<file path="src/rtl/hazard_idex_if.sv">
`default_nettype none
// ============================================================================
//  Module      : hazard_idex_if
//  Description : Bundle between the decode stage / control unit and the
//                ID/EX pipeline register with load-use hazard detection.
//                Carries the decode-stage instruction fields (id_*), the
//                downstream flush request, the registered EX-stage copies
//                (ex_*), the slot-valid flag, the pipeline enable and the
//                stall counter.
//                  master : decode side, drives id_* and flush
//                  slave  : ID/EX register, drives ex_*, en_reg, stall_count
//  Revision    : 1.0 - initial release
// ============================================================================
interface hazard_idex_if #(
    parameter int DATA_W = 32,
    parameter int CNT_W  = 16
) ();
    // Decode-stage control bits
    logic              id_RegDst;
    logic              id_ALUSrc;
    logic              id_MemtoReg;
    logic              id_RegWrite;
    logic              id_MemRead;
    logic              id_MemWrite;
    logic              id_Branch;
    logic              id_Jump;
    logic              id_ExtendSel;
    logic [1:0]        id_ALUOp;
    // Decode-stage data and register numbers
    logic [DATA_W-1:0] id_rs_data;
    logic [DATA_W-1:0] id_rt_data;
    logic [DATA_W-1:0] id_imm;
    logic [DATA_W-1:0] id_pc4;
    logic [4:0]        id_rs;
    logic [4:0]        id_rt;
    logic [4:0]        id_rd;
    // Taken branch/jump resolved downstream
    logic              flush;

    // Registered EX-stage copies
    logic              ex_RegDst;
    logic              ex_ALUSrc;
    logic              ex_MemtoReg;
    logic              ex_RegWrite;
    logic              ex_MemRead;
    logic              ex_MemWrite;
    logic              ex_Branch;
    logic              ex_Jump;
    logic              ex_ExtendSel;
    logic [1:0]        ex_ALUOp;
    logic [DATA_W-1:0] ex_rs_data;
    logic [DATA_W-1:0] ex_rt_data;
    logic [DATA_W-1:0] ex_imm;
    logic [DATA_W-1:0] ex_pc4;
    logic [4:0]        ex_rs;
    logic [4:0]        ex_rt;
    logic [4:0]        ex_rd;
    logic              ex_valid;
    // Pipeline enable and stall statistics
    logic              en_reg;
    logic [CNT_W-1:0]  stall_count;

    modport master (
        output id_RegDst, id_ALUSrc, id_MemtoReg, id_RegWrite, id_MemRead,
               id_MemWrite, id_Branch, id_Jump, id_ExtendSel, id_ALUOp,
               id_rs_data, id_rt_data, id_imm, id_pc4, id_rs, id_rt, id_rd,
               flush,
        input  ex_RegDst, ex_ALUSrc, ex_MemtoReg, ex_RegWrite, ex_MemRead,
               ex_MemWrite, ex_Branch, ex_Jump, ex_ExtendSel, ex_ALUOp,
               ex_rs_data, ex_rt_data, ex_imm, ex_pc4, ex_rs, ex_rt, ex_rd,
               ex_valid, en_reg, stall_count
    );

    modport slave (
        input  id_RegDst, id_ALUSrc, id_MemtoReg, id_RegWrite, id_MemRead,
               id_MemWrite, id_Branch, id_Jump, id_ExtendSel, id_ALUOp,
               id_rs_data, id_rt_data, id_imm, id_pc4, id_rs, id_rt, id_rd,
               flush,
        output ex_RegDst, ex_ALUSrc, ex_MemtoReg, ex_RegWrite, ex_MemRead,
               ex_MemWrite, ex_Branch, ex_Jump, ex_ExtendSel, ex_ALUOp,
               ex_rs_data, ex_rt_data, ex_imm, ex_pc4, ex_rs, ex_rt, ex_rd,
               ex_valid, en_reg, stall_count
    );
endinterface
`default_nettype wire

</file>
<file path="src/rtl/hazard_idex.sv">
`default_nettype none
// ============================================================================
//  Module      : hazard_idex
//  Description : ID/EX pipeline register with load-use hazard detection.
//                A load sitting in EX whose destination (rt, non-zero) is a
//                source of the decode-stage instruction drops en_reg in the
//                same cycle (freezing PC and IF/ID) and inserts a bubble on
//                the next edge.  A downstream flush overrides the stall and
//                also inserts a bubble.  Bubbles zero the control bits and
//                ALUOp but leave the data/register fields untouched.
//  Ports       : clk  - clock, rising edge
//                rst  - asynchronous reset, active low
//                bus  - hazard_idex_if.slave (id_* in, flush in, ex_* out,
//                       ex_valid, en_reg, stall_count out)
//  Revision    : 1.0 - initial release
// ============================================================================
module hazard_idex #(
    parameter int DATA_W = 32,
    parameter int CNT_W  = 16
) (
    input  wire logic       clk,
    input  wire logic       rst,
    hazard_idex_if.slave    bus
);

    localparam logic [CNT_W-1:0] c_CNT_MAX = '1;

    logic              r_RegDst;
    logic              r_ALUSrc;
    logic              r_MemtoReg;
    logic              r_RegWrite;
    logic              r_MemRead;
    logic              r_MemWrite;
    logic              r_Branch;
    logic              r_Jump;
    logic              r_ExtendSel;
    logic [1:0]        r_ALUOp;
    logic [DATA_W-1:0] r_rs_data;
    logic [DATA_W-1:0] r_rt_data;
    logic [DATA_W-1:0] r_imm;
    logic [DATA_W-1:0] r_pc4;
    logic [4:0]        r_rs;
    logic [4:0]        r_rt;
    logic [4:0]        r_rd;
    logic              r_valid;
    logic [CNT_W-1:0]  r_stall_count;

    logic              w_rt_match;
    logic              w_hz;

    // Hazard is evaluated purely from the current EX slot and the decode
    // operands.  Gating with r_valid keeps bubbles from ever stalling, and
    // because a bubble clears MemRead a single load can stall at most once.
    assign w_rt_match = (r_rt == bus.id_rs) || (r_rt == bus.id_rt);
    assign w_hz       = r_valid && r_MemRead && (r_rt != 5'd0) && w_rt_match;

    // Flush discards the decode instruction anyway, so no freeze is needed.
    assign bus.en_reg = !(w_hz && !bus.flush);

    always_ff @(posedge clk or negedge rst) begin
        if (!rst) begin
            r_RegDst      <= 1'b0;
            r_ALUSrc      <= 1'b0;
            r_MemtoReg    <= 1'b0;
            r_RegWrite    <= 1'b0;
            r_MemRead     <= 1'b0;
            r_MemWrite    <= 1'b0;
            r_Branch      <= 1'b0;
            r_Jump        <= 1'b0;
            r_ExtendSel   <= 1'b0;
            r_ALUOp       <= 2'b00;
            r_rs_data     <= '0;
            r_rt_data     <= '0;
            r_imm         <= '0;
            r_pc4         <= '0;
            r_rs          <= 5'd0;
            r_rt          <= 5'd0;
            r_rd          <= 5'd0;
            r_valid       <= 1'b0;
            r_stall_count <= '0;
        end else if (bus.flush || w_hz) begin
            // Bubble: kill control, keep data fields as they were.
            r_RegDst    <= 1'b0;
            r_ALUSrc    <= 1'b0;
            r_MemtoReg  <= 1'b0;
            r_RegWrite  <= 1'b0;
            r_MemRead   <= 1'b0;
            r_MemWrite  <= 1'b0;
            r_Branch    <= 1'b0;
            r_Jump      <= 1'b0;
            r_ExtendSel <= 1'b0;
            r_ALUOp     <= 2'b00;
            r_valid     <= 1'b0;
            // Only genuine stalls are counted; flush has priority.
            if (!bus.flush && (r_stall_count != c_CNT_MAX)) begin
                r_stall_count <= r_stall_count + CNT_W'(1);
            end
        end else begin
            r_RegDst    <= bus.id_RegDst;
            r_ALUSrc    <= bus.id_ALUSrc;
            r_MemtoReg  <= bus.id_MemtoReg;
            r_RegWrite  <= bus.id_RegWrite;
            r_MemRead   <= bus.id_MemRead;
            r_MemWrite  <= bus.id_MemWrite;
            r_Branch    <= bus.id_Branch;
            r_Jump      <= bus.id_Jump;
            r_ExtendSel <= bus.id_ExtendSel;
            r_ALUOp     <= bus.id_ALUOp;
            r_rs_data   <= bus.id_rs_data;
            r_rt_data   <= bus.id_rt_data;
            r_imm       <= bus.id_imm;
            r_pc4       <= bus.id_pc4;
            r_rs        <= bus.id_rs;
            r_rt        <= bus.id_rt;
            r_rd        <= bus.id_rd;
            r_valid     <= 1'b1;
        end
    end

    assign bus.ex_RegDst    = r_RegDst;
    assign bus.ex_ALUSrc    = r_ALUSrc;
    assign bus.ex_MemtoReg  = r_MemtoReg;
    assign bus.ex_RegWrite  = r_RegWrite;
    assign bus.ex_MemRead   = r_MemRead;
    assign bus.ex_MemWrite  = r_MemWrite;
    assign bus.ex_Branch    = r_Branch;
    assign bus.ex_Jump      = r_Jump;
    assign bus.ex_ExtendSel = r_ExtendSel;
    assign bus.ex_ALUOp     = r_ALUOp;
    assign bus.ex_rs_data   = r_rs_data;
    assign bus.ex_rt_data   = r_rt_data;
    assign bus.ex_imm       = r_imm;
    assign bus.ex_pc4       = r_pc4;
    assign bus.ex_rs        = r_rs;
    assign bus.ex_rt        = r_rt;
    assign bus.ex_rd        = r_rd;
    assign bus.ex_valid     = r_valid;
    assign bus.stall_count  = r_stall_count;

endmodule
`default_nettype wire
</file>
<file path="src/flat_wrapper.sv">
// flat-port wrapper written by rule: the top's interface ports become plain ports
module hazard_idex_flat 
#(
    parameter int DATA_W = 32,
    parameter int CNT_W  = 16
)
  (clk, rst, bus_id_RegDst, bus_id_ALUSrc, bus_id_MemtoReg, bus_id_RegWrite, bus_id_MemRead, bus_id_MemWrite, bus_id_Branch, bus_id_Jump, bus_id_ExtendSel, bus_id_ALUOp, bus_id_rs_data, bus_id_rt_data, bus_id_imm, bus_id_pc4, bus_id_rs, bus_id_rt, bus_id_rd, bus_flush, bus_ex_RegDst, bus_ex_ALUSrc, bus_ex_MemtoReg, bus_ex_RegWrite, bus_ex_MemRead, bus_ex_MemWrite, bus_ex_Branch, bus_ex_Jump, bus_ex_ExtendSel, bus_ex_ALUOp, bus_ex_rs_data, bus_ex_rt_data, bus_ex_imm, bus_ex_pc4, bus_ex_rs, bus_ex_rt, bus_ex_rd, bus_ex_valid, bus_en_reg, bus_stall_count);
  hazard_idex_if #(.DATA_W(DATA_W), .CNT_W(CNT_W)) bus_i ();
  input  wire logic clk;
  input  wire logic rst;
  input wire logic [$bits(bus_i.id_RegDst)-1:0] bus_id_RegDst;
  input wire logic [$bits(bus_i.id_ALUSrc)-1:0] bus_id_ALUSrc;
  input wire logic [$bits(bus_i.id_MemtoReg)-1:0] bus_id_MemtoReg;
  input wire logic [$bits(bus_i.id_RegWrite)-1:0] bus_id_RegWrite;
  input wire logic [$bits(bus_i.id_MemRead)-1:0] bus_id_MemRead;
  input wire logic [$bits(bus_i.id_MemWrite)-1:0] bus_id_MemWrite;
  input wire logic [$bits(bus_i.id_Branch)-1:0] bus_id_Branch;
  input wire logic [$bits(bus_i.id_Jump)-1:0] bus_id_Jump;
  input wire logic [$bits(bus_i.id_ExtendSel)-1:0] bus_id_ExtendSel;
  input wire logic [$bits(bus_i.id_ALUOp)-1:0] bus_id_ALUOp;
  input wire logic [$bits(bus_i.id_rs_data)-1:0] bus_id_rs_data;
  input wire logic [$bits(bus_i.id_rt_data)-1:0] bus_id_rt_data;
  input wire logic [$bits(bus_i.id_imm)-1:0] bus_id_imm;
  input wire logic [$bits(bus_i.id_pc4)-1:0] bus_id_pc4;
  input wire logic [$bits(bus_i.id_rs)-1:0] bus_id_rs;
  input wire logic [$bits(bus_i.id_rt)-1:0] bus_id_rt;
  input wire logic [$bits(bus_i.id_rd)-1:0] bus_id_rd;
  input wire logic [$bits(bus_i.flush)-1:0] bus_flush;
  output wire logic [$bits(bus_i.ex_RegDst)-1:0] bus_ex_RegDst;
  output wire logic [$bits(bus_i.ex_ALUSrc)-1:0] bus_ex_ALUSrc;
  output wire logic [$bits(bus_i.ex_MemtoReg)-1:0] bus_ex_MemtoReg;
  output wire logic [$bits(bus_i.ex_RegWrite)-1:0] bus_ex_RegWrite;
  output wire logic [$bits(bus_i.ex_MemRead)-1:0] bus_ex_MemRead;
  output wire logic [$bits(bus_i.ex_MemWrite)-1:0] bus_ex_MemWrite;
  output wire logic [$bits(bus_i.ex_Branch)-1:0] bus_ex_Branch;
  output wire logic [$bits(bus_i.ex_Jump)-1:0] bus_ex_Jump;
  output wire logic [$bits(bus_i.ex_ExtendSel)-1:0] bus_ex_ExtendSel;
  output wire logic [$bits(bus_i.ex_ALUOp)-1:0] bus_ex_ALUOp;
  output wire logic [$bits(bus_i.ex_rs_data)-1:0] bus_ex_rs_data;
  output wire logic [$bits(bus_i.ex_rt_data)-1:0] bus_ex_rt_data;
  output wire logic [$bits(bus_i.ex_imm)-1:0] bus_ex_imm;
  output wire logic [$bits(bus_i.ex_pc4)-1:0] bus_ex_pc4;
  output wire logic [$bits(bus_i.ex_rs)-1:0] bus_ex_rs;
  output wire logic [$bits(bus_i.ex_rt)-1:0] bus_ex_rt;
  output wire logic [$bits(bus_i.ex_rd)-1:0] bus_ex_rd;
  output wire logic [$bits(bus_i.ex_valid)-1:0] bus_ex_valid;
  output wire logic [$bits(bus_i.en_reg)-1:0] bus_en_reg;
  output wire logic [$bits(bus_i.stall_count)-1:0] bus_stall_count;
  assign bus_i.id_RegDst = bus_id_RegDst;
  assign bus_i.id_ALUSrc = bus_id_ALUSrc;
  assign bus_i.id_MemtoReg = bus_id_MemtoReg;
  assign bus_i.id_RegWrite = bus_id_RegWrite;
  assign bus_i.id_MemRead = bus_id_MemRead;
  assign bus_i.id_MemWrite = bus_id_MemWrite;
  assign bus_i.id_Branch = bus_id_Branch;
  assign bus_i.id_Jump = bus_id_Jump;
  assign bus_i.id_ExtendSel = bus_id_ExtendSel;
  assign bus_i.id_ALUOp = bus_id_ALUOp;
  assign bus_i.id_rs_data = bus_id_rs_data;
  assign bus_i.id_rt_data = bus_id_rt_data;
  assign bus_i.id_imm = bus_id_imm;
  assign bus_i.id_pc4 = bus_id_pc4;
  assign bus_i.id_rs = bus_id_rs;
  assign bus_i.id_rt = bus_id_rt;
  assign bus_i.id_rd = bus_id_rd;
  assign bus_i.flush = bus_flush;
  assign bus_ex_RegDst = bus_i.ex_RegDst;
  assign bus_ex_ALUSrc = bus_i.ex_ALUSrc;
  assign bus_ex_MemtoReg = bus_i.ex_MemtoReg;
  assign bus_ex_RegWrite = bus_i.ex_RegWrite;
  assign bus_ex_MemRead = bus_i.ex_MemRead;
  assign bus_ex_MemWrite = bus_i.ex_MemWrite;
  assign bus_ex_Branch = bus_i.ex_Branch;
  assign bus_ex_Jump = bus_i.ex_Jump;
  assign bus_ex_ExtendSel = bus_i.ex_ExtendSel;
  assign bus_ex_ALUOp = bus_i.ex_ALUOp;
  assign bus_ex_rs_data = bus_i.ex_rs_data;
  assign bus_ex_rt_data = bus_i.ex_rt_data;
  assign bus_ex_imm = bus_i.ex_imm;
  assign bus_ex_pc4 = bus_i.ex_pc4;
  assign bus_ex_rs = bus_i.ex_rs;
  assign bus_ex_rt = bus_i.ex_rt;
  assign bus_ex_rd = bus_i.ex_rd;
  assign bus_ex_valid = bus_i.ex_valid;
  assign bus_en_reg = bus_i.en_reg;
  assign bus_stall_count = bus_i.stall_count;
  hazard_idex #(.DATA_W(DATA_W), .CNT_W(CNT_W)) u_core (.clk(clk), .rst(rst), .bus(bus_i));
endmodule
</file>
<file path="config.mk">
export PLATFORM = sky130hd
export DESIGN_NAME = hazard_idex_flat
export DESIGN_NICKNAME = d
export VERILOG_FILES = /design/src/rtl/hazard_idex_if.sv /design/src/rtl/hazard_idex.sv /design/src/flat_wrapper.sv
export SDC_FILE = /design/constraint.sdc
export NUM_CORES = 1
export LEC_CHECK = 0
export ABC_AREA = 0
export ABC_CLOCK_PERIOD_IN_PS = 2800
export CAP_MARGIN = 20
export CORE_MARGIN = 2
export CORE_UTILIZATION = 41
export DETAILED_ROUTE_END_ITERATION = 7
export HOLD_SLACK_MARGIN = 0.1
export PLACE_DENSITY = 0.88
export SYNTH_ARGS = -nofsm -noshare
export SYNTH_HDL_FRONTEND = slang
export SYNTH_SLANG_ARGS = --single-unit
</file>
<file path="constraint.sdc">
create_clock -name clk -period 2.8 [get_ports clk]
set_clock_uncertainty 0.2 [all_clocks]
set_input_delay 0.56 -clock clk [delete_from_list [all_inputs] [get_ports clk]]
set_output_delay 0.56 -clock clk [all_outputs]
set_load 0.05 [all_outputs]
</file>
Word-level counts from Yosys, hierarchy flattened
Cells that the tools add are included.
Cells by class
  $add $sub $neg: 1
  equality and inequality tests: 3
  muxes and demuxes: 11
  reductions and logical operators: 11
Operators with widths (number)
  16-bit by 1-bit adder with 16-bit output (second input constant): 1
  16-bit != test (second input constant): 1
  5-bit equality test: 2
  1-bit 2-to-1 mux: 10
  1-bit logical AND: 5
  5-bit nonzero test: 1
  1-bit zero test: 2
  1-bit logical OR: 2
  2-bit 2-to-1 mux: 1
  2-bit AND reduction: 1
Word-level totals
  flip-flop bits (word level): 171
  input port bits: 157
  output and inout port bits: 172

Logic depth before layout (Yosys ltp)
  depth after elaboration: 5
  depth in mapped cells: 7

Worst setup path before layout
OpenSTA, ideal clock, no wires.
  kind: register to output
  start: reg u_core.r_rt[0], in the netlist u_core.bus.ex_rt[0]
  end: out bus_en_reg
  arrival time: 1965 ps
  data required time: 2040 ps
  slack: 75 ps
  stages on the path, launching flop included: 6
  buffers on the path: 1
  path through: dfrtp_1 -> xnor2_1 -> nand4_1 -> o22ai_1 -> clkbuf_1 -> nand2b_1
Between the ends
  longest elaborated chain between the ends: 5
Ends and longest elaborated chain
  from (decl): line hazard_idex.sv:43  | logic [4:0] r_rt;
  from (signal assigned): line hazard_idex.sv:114  | r_rt <= bus.id_rt;
  5-bit equality test / 5-bit nonzero test (equally long branches): line hazard_idex.sv:54, hazard_idex.sv:55
  1-bit logical OR / 1-bit logical AND (equally long branches): line hazard_idex.sv:54, hazard_idex.sv:55
  1-bit logical AND (*): line hazard_idex.sv:55  | assign w_hz = r_valid && r_MemRead && (r_rt != 5'd0) && w_rt_match;
  1-bit logical AND (*): line hazard_idex.sv:58  | assign bus.en_reg = !(w_hz && !bus.flush);
  1-bit zero test (*): line hazard_idex.sv:58
  to (decl): line flat_wrapper.sv:47  | output wire logic [$bits(bus_i.en_reg)-1:0] bus_en_reg;
Mark *: on every way between the ends. The rest lies on a longest branch, timed or not.

Final worst setup path
  start: in bus_id_rs[0]
  end: out bus_en_reg
Between the ends
  longest elaborated chain between the ends: 5
Ends and longest elaborated chain
  from (decl): line flat_wrapper.sv:25  | input wire logic [$bits(bus_i.id_rs)-1:0] bus_id_rs;
  5-bit equality test: line hazard_idex.sv:54  | assign w_rt_match = (r_rt == bus.id_rs) || (r_rt == bus.id_rt);
  1-bit logical OR: line hazard_idex.sv:54
  1-bit logical AND: line hazard_idex.sv:55
  1-bit logical AND: line hazard_idex.sv:58
  1-bit zero test: line hazard_idex.sv:58
Every way passes these cells.

==> flow_summary.json <==
{
  "syn_to_final_growth_pct": 61.94,
  "end_kind": "output pin",
  "power_leakage_nw": 4.546,
  "synth.top_cell.area_share": 0.6319,
  "period_needed_ns": 2.719,
  "clock-sinks": 171,
  "netSwitchingPower_mw": 2.374,
  "drv_slew": 0,
  "ys_types": 29,
  "htreeDepth": 4,
  "synth_seq_area_share": 0.6319,
  "max_stage_delay_ns": 0.51,
  "fin_util": 0.6853,
  "drc": 0,
  "swShare": 0.3289,
  "rsz0062_at_grt": "false",
  "hold_start": "u_core.bus.ex_rs_data[6]",
  "tns_ns": 0,
  "synth_edf_count": 0,
  "yosysWarnings": 0,
  "die_w_um": 132.5,
  "postRouteAntennaNets": 0,
  "row_count": 46,
  "portBuffers": 328,
  "critPathMaxFanout": 6,
  "drive_gt1_frac": 0.07955,
  "drt_iter0_markers": 145,
  "ir_drop_uv": 369.7,
  "whs_path_depth": 1,
  "p_per_area_nw_per_um2": 658.2,
  "syn_area_per_cell_um2": 15.82,
  "clock-root-buffer": "clkbuf_16",
  "wire_per_inst_um": 18.28,
  "synth_ff_type": "dfrtp_1",
  "max-clock-path-buffers": 2,
  "pwr-share-comb": 0.278,
  "status": "finished clean",
  "async_reset_ff_frac": 1.000,
  "netlist_area_um2": 6771,
  "die-area_um2": 17560,
  "startpoint_type": "primary input",
  "grt_pass1_vias": 5453,
  "internal_power_mw": 4.843,
  "finalPower_mw": 7.217,
  "synthTopCellsByCount": "171 x dfrtp_1, 138 x mux2_1, 25 x xnor2_1",
  "timing.rr.start": "u_core.bus.ex_rt[2]",
  "num_vias": 4893,
  "ys_ff_latch": 171,
  "drt_first_pass_iters": 4,
  "yosysTopAreaCell": "dfrtp_1",
  "grt_max_degree": 64,
  "relSlewSlack": 0.6044,
  "pre_cts_slack_ns": -0.05314,
  "clk_latency_ns": 0.42,
  "setup_viol": 0,
  "rrSetupSlack_ns": 0.23,
  "period_share": 0.9710,
  "core_um2": 16000,
  "grt_usage": 0.2147,
  "cts_tree": "yes",
  "worst_slew_pin_slew_ns": 0.5934,
  "pwr-share-seq": 0.395,
  "clkTransAtPathRegs_ns": 0.06,
  "crit_chain": "clkdlybuf4s50_1 -> xnor2_1 -> nand4_1 -> o22ai_1 -> buf_4 -> nand2b_1 -> buf_6",
  "slowest_stage": "clkdlybuf4s50_1",
  "cp_data_arrival_time_ns": 1.96,
  "dp_hpwl_mm": 14.13,
  "die_h_um": 132.5,
  "start_util": 0.4232,
  "r2r-end": "u_core.bus.ex_imm[18]",
  "hold_viol_final": 0,
  "p_clk_frac": 0.327,
  "ios": 329,
  "hold_class": "reg2reg",
  "numCtsBuffers": 17,
  "yosysMostFrequentCell": "dfrtp_1",
  "nets": 937,
  "ys_top_cells_by_area": "dfrtp_1 63%, mux2_1 23%, xnor2_1 3.2%",
  "synthCells": 428,
  "globalplace.congestion": 0.8326,
  "antenna_cells": 0,
  "whs_endpoint": "u_core.bus.ex_rs_data[6]",
  "setup_slack_ns": 0.08112,
  "syn-num-nets": 586,
  "overflow": 0,
  "maxCapViolations": 0,
  "max_freq_mhz": 367.8,
  "crit_type": "in2out",
  "antenna_found_initial": 0,
  "wl_mm": 18.43,
  "via_per_inst": 4.854,
  "r2r_cells": 5,
  "grt_pass1_wl_mm": 29.63,
  "cp.required_ns": 2.04
}
-- layer usage --
layer	track usage	up-vias	wire, µm
li1	-	2214	-
met1	0.2432	2398	7085
met2	0.3759	234	9472
met3	0.06130	47	1239
met4	0.09797	0	634
met5	0	-	0
-- power groups by stage --
stage | logic (mW) | clock network, mW | registers, mW
2_1_floorplan | 0.297 | 0 | 3.72
3_3_place_gp | 1.97 | 0 | 2.88
3_5_place_dp | 2.01 | 0 | 2.89
4_1_cts | 2.02 | 2.43 | 2.85
5_1_grt | 2.09 | 2.52 | 2.88
6_report | 2.01 | 2.36 | 2.85
-- stage by stage --
step / instances / hold slack [ns] / cell area (µm²)
global route: 1008 / 0.3041 / 10970
finish: 1008 / 0.2834 / 10970
detailed placement: 974 / 0.2738 / 10320
floorplan: 428 / 0.06441 / 6771
CTS: 1007 / 0.2880 / 10940
global placement: 974 / 0.2659 / 10320
-- worst max path at each step --
stage,start,end,slack [ns],cells after the start
finish,bus_id_rs[0],bus_en_reg,0.08,7
global route,u_core.bus.ex_rt[2],bus_en_reg,0.004,4
CTS,u_core.bus.ex_rt[1],bus_en_reg,0.008,4
detailed placement,bus_id_rs[0],u_core.bus.ex_rt_data[20],-0.05,8
global placement,bus_id_rt[4],u_core.bus.ex_imm[3],0.06,8
floorplan,u_core.bus.ex_rt[0],bus_en_reg,0.08,5
-- area by class of cell --
class	count	area [µm²]
Clock buffer	18	429.2
Timing Repair Buffer	353	3563
Tap cell	216	270.3
Sequential cell	171	4280
Clock inverter	14	161.4
Multi-Input combinational cell	236	2261
Fill cell	1115	5035
-- critical path, delay by kind of cell --
kind | cells | cell delay, ns
buf+inv | 3 | 0.86
compound gates | 1 | 0.20
xor+xnor | 1 | 0.14
simple gates | 2 | 0.19
-- registers in the layout, summed over array words and instances (netlist names), 2 cells and up --
name	count
u_core.bus.ex_ALUOp	2
u_core.bus.ex_imm	32
u_core.bus.ex_pc4	32
u_core.bus.ex_rd	5
u_core.bus.ex_rs	5
u_core.bus.ex_rs_data	32
u_core.bus.ex_rt	5
u_core.bus.ex_rt_data	32
u_core.bus.stall_count	16
-- timing repair --
action | CTS | global route
hold buffers | 1 | 0
endpoints found under the setup margin | 1 | 1
gates resized for setup | 4 | 1
hold endpoints to repair | 60 | 0
setup buffers | 0 | 1
-- cells in the final DEF (no fill, tap or decap) --
cell type,count
dlygate4sd3_1,1
clkdlybuf4s50_1,326
and3_1,7
nor4b_1,1
xnor2_1,25
a21oi_4,1
and4_1,3
o22ai_1,1
inv_8,2
o31a_1,5
nand3_1,11
buf_12,7
and2_1,11
o21bai_4,1
inv_6,5
nor3_1,2
dfrtp_1,170
dfrtp_2,1
ha_1,1
nor2_1,3
mux2_1,138
or2_1,1
buf_4,17
or2_2,1
nand2_1,5
nor4_1,1
clkinv_4,2
nand4_1,10
clkbuf_16,17
clkinv_2,2
bufinv_16,2
mux2_2,1
or4_4,1
nand2b_1,1
clkbuf_1,1
a21o_1,5
buf_6,2
clkinvlp_4,1
-- cells by family (layout without fill, tap and decap cells) --
group / Yosys count / in the layout / synth area share
flip-flops: 171 / 171 / 0.6319
XOR/XNOR: 25 / 25 / 0.03234
AND/OR/NAND/NOR: 58 / 58 / 0.04989
AO/OA/AOI/OAI: 13 / 13 / 0.01645
multiplexers: 139 / 139 / 0.2312
adder cells (fa/ha/maj): 1 / 1 / 0.001847
buffers and inverters: 21 / 385 / 0.03640
(Power assumes the default switching activity.)
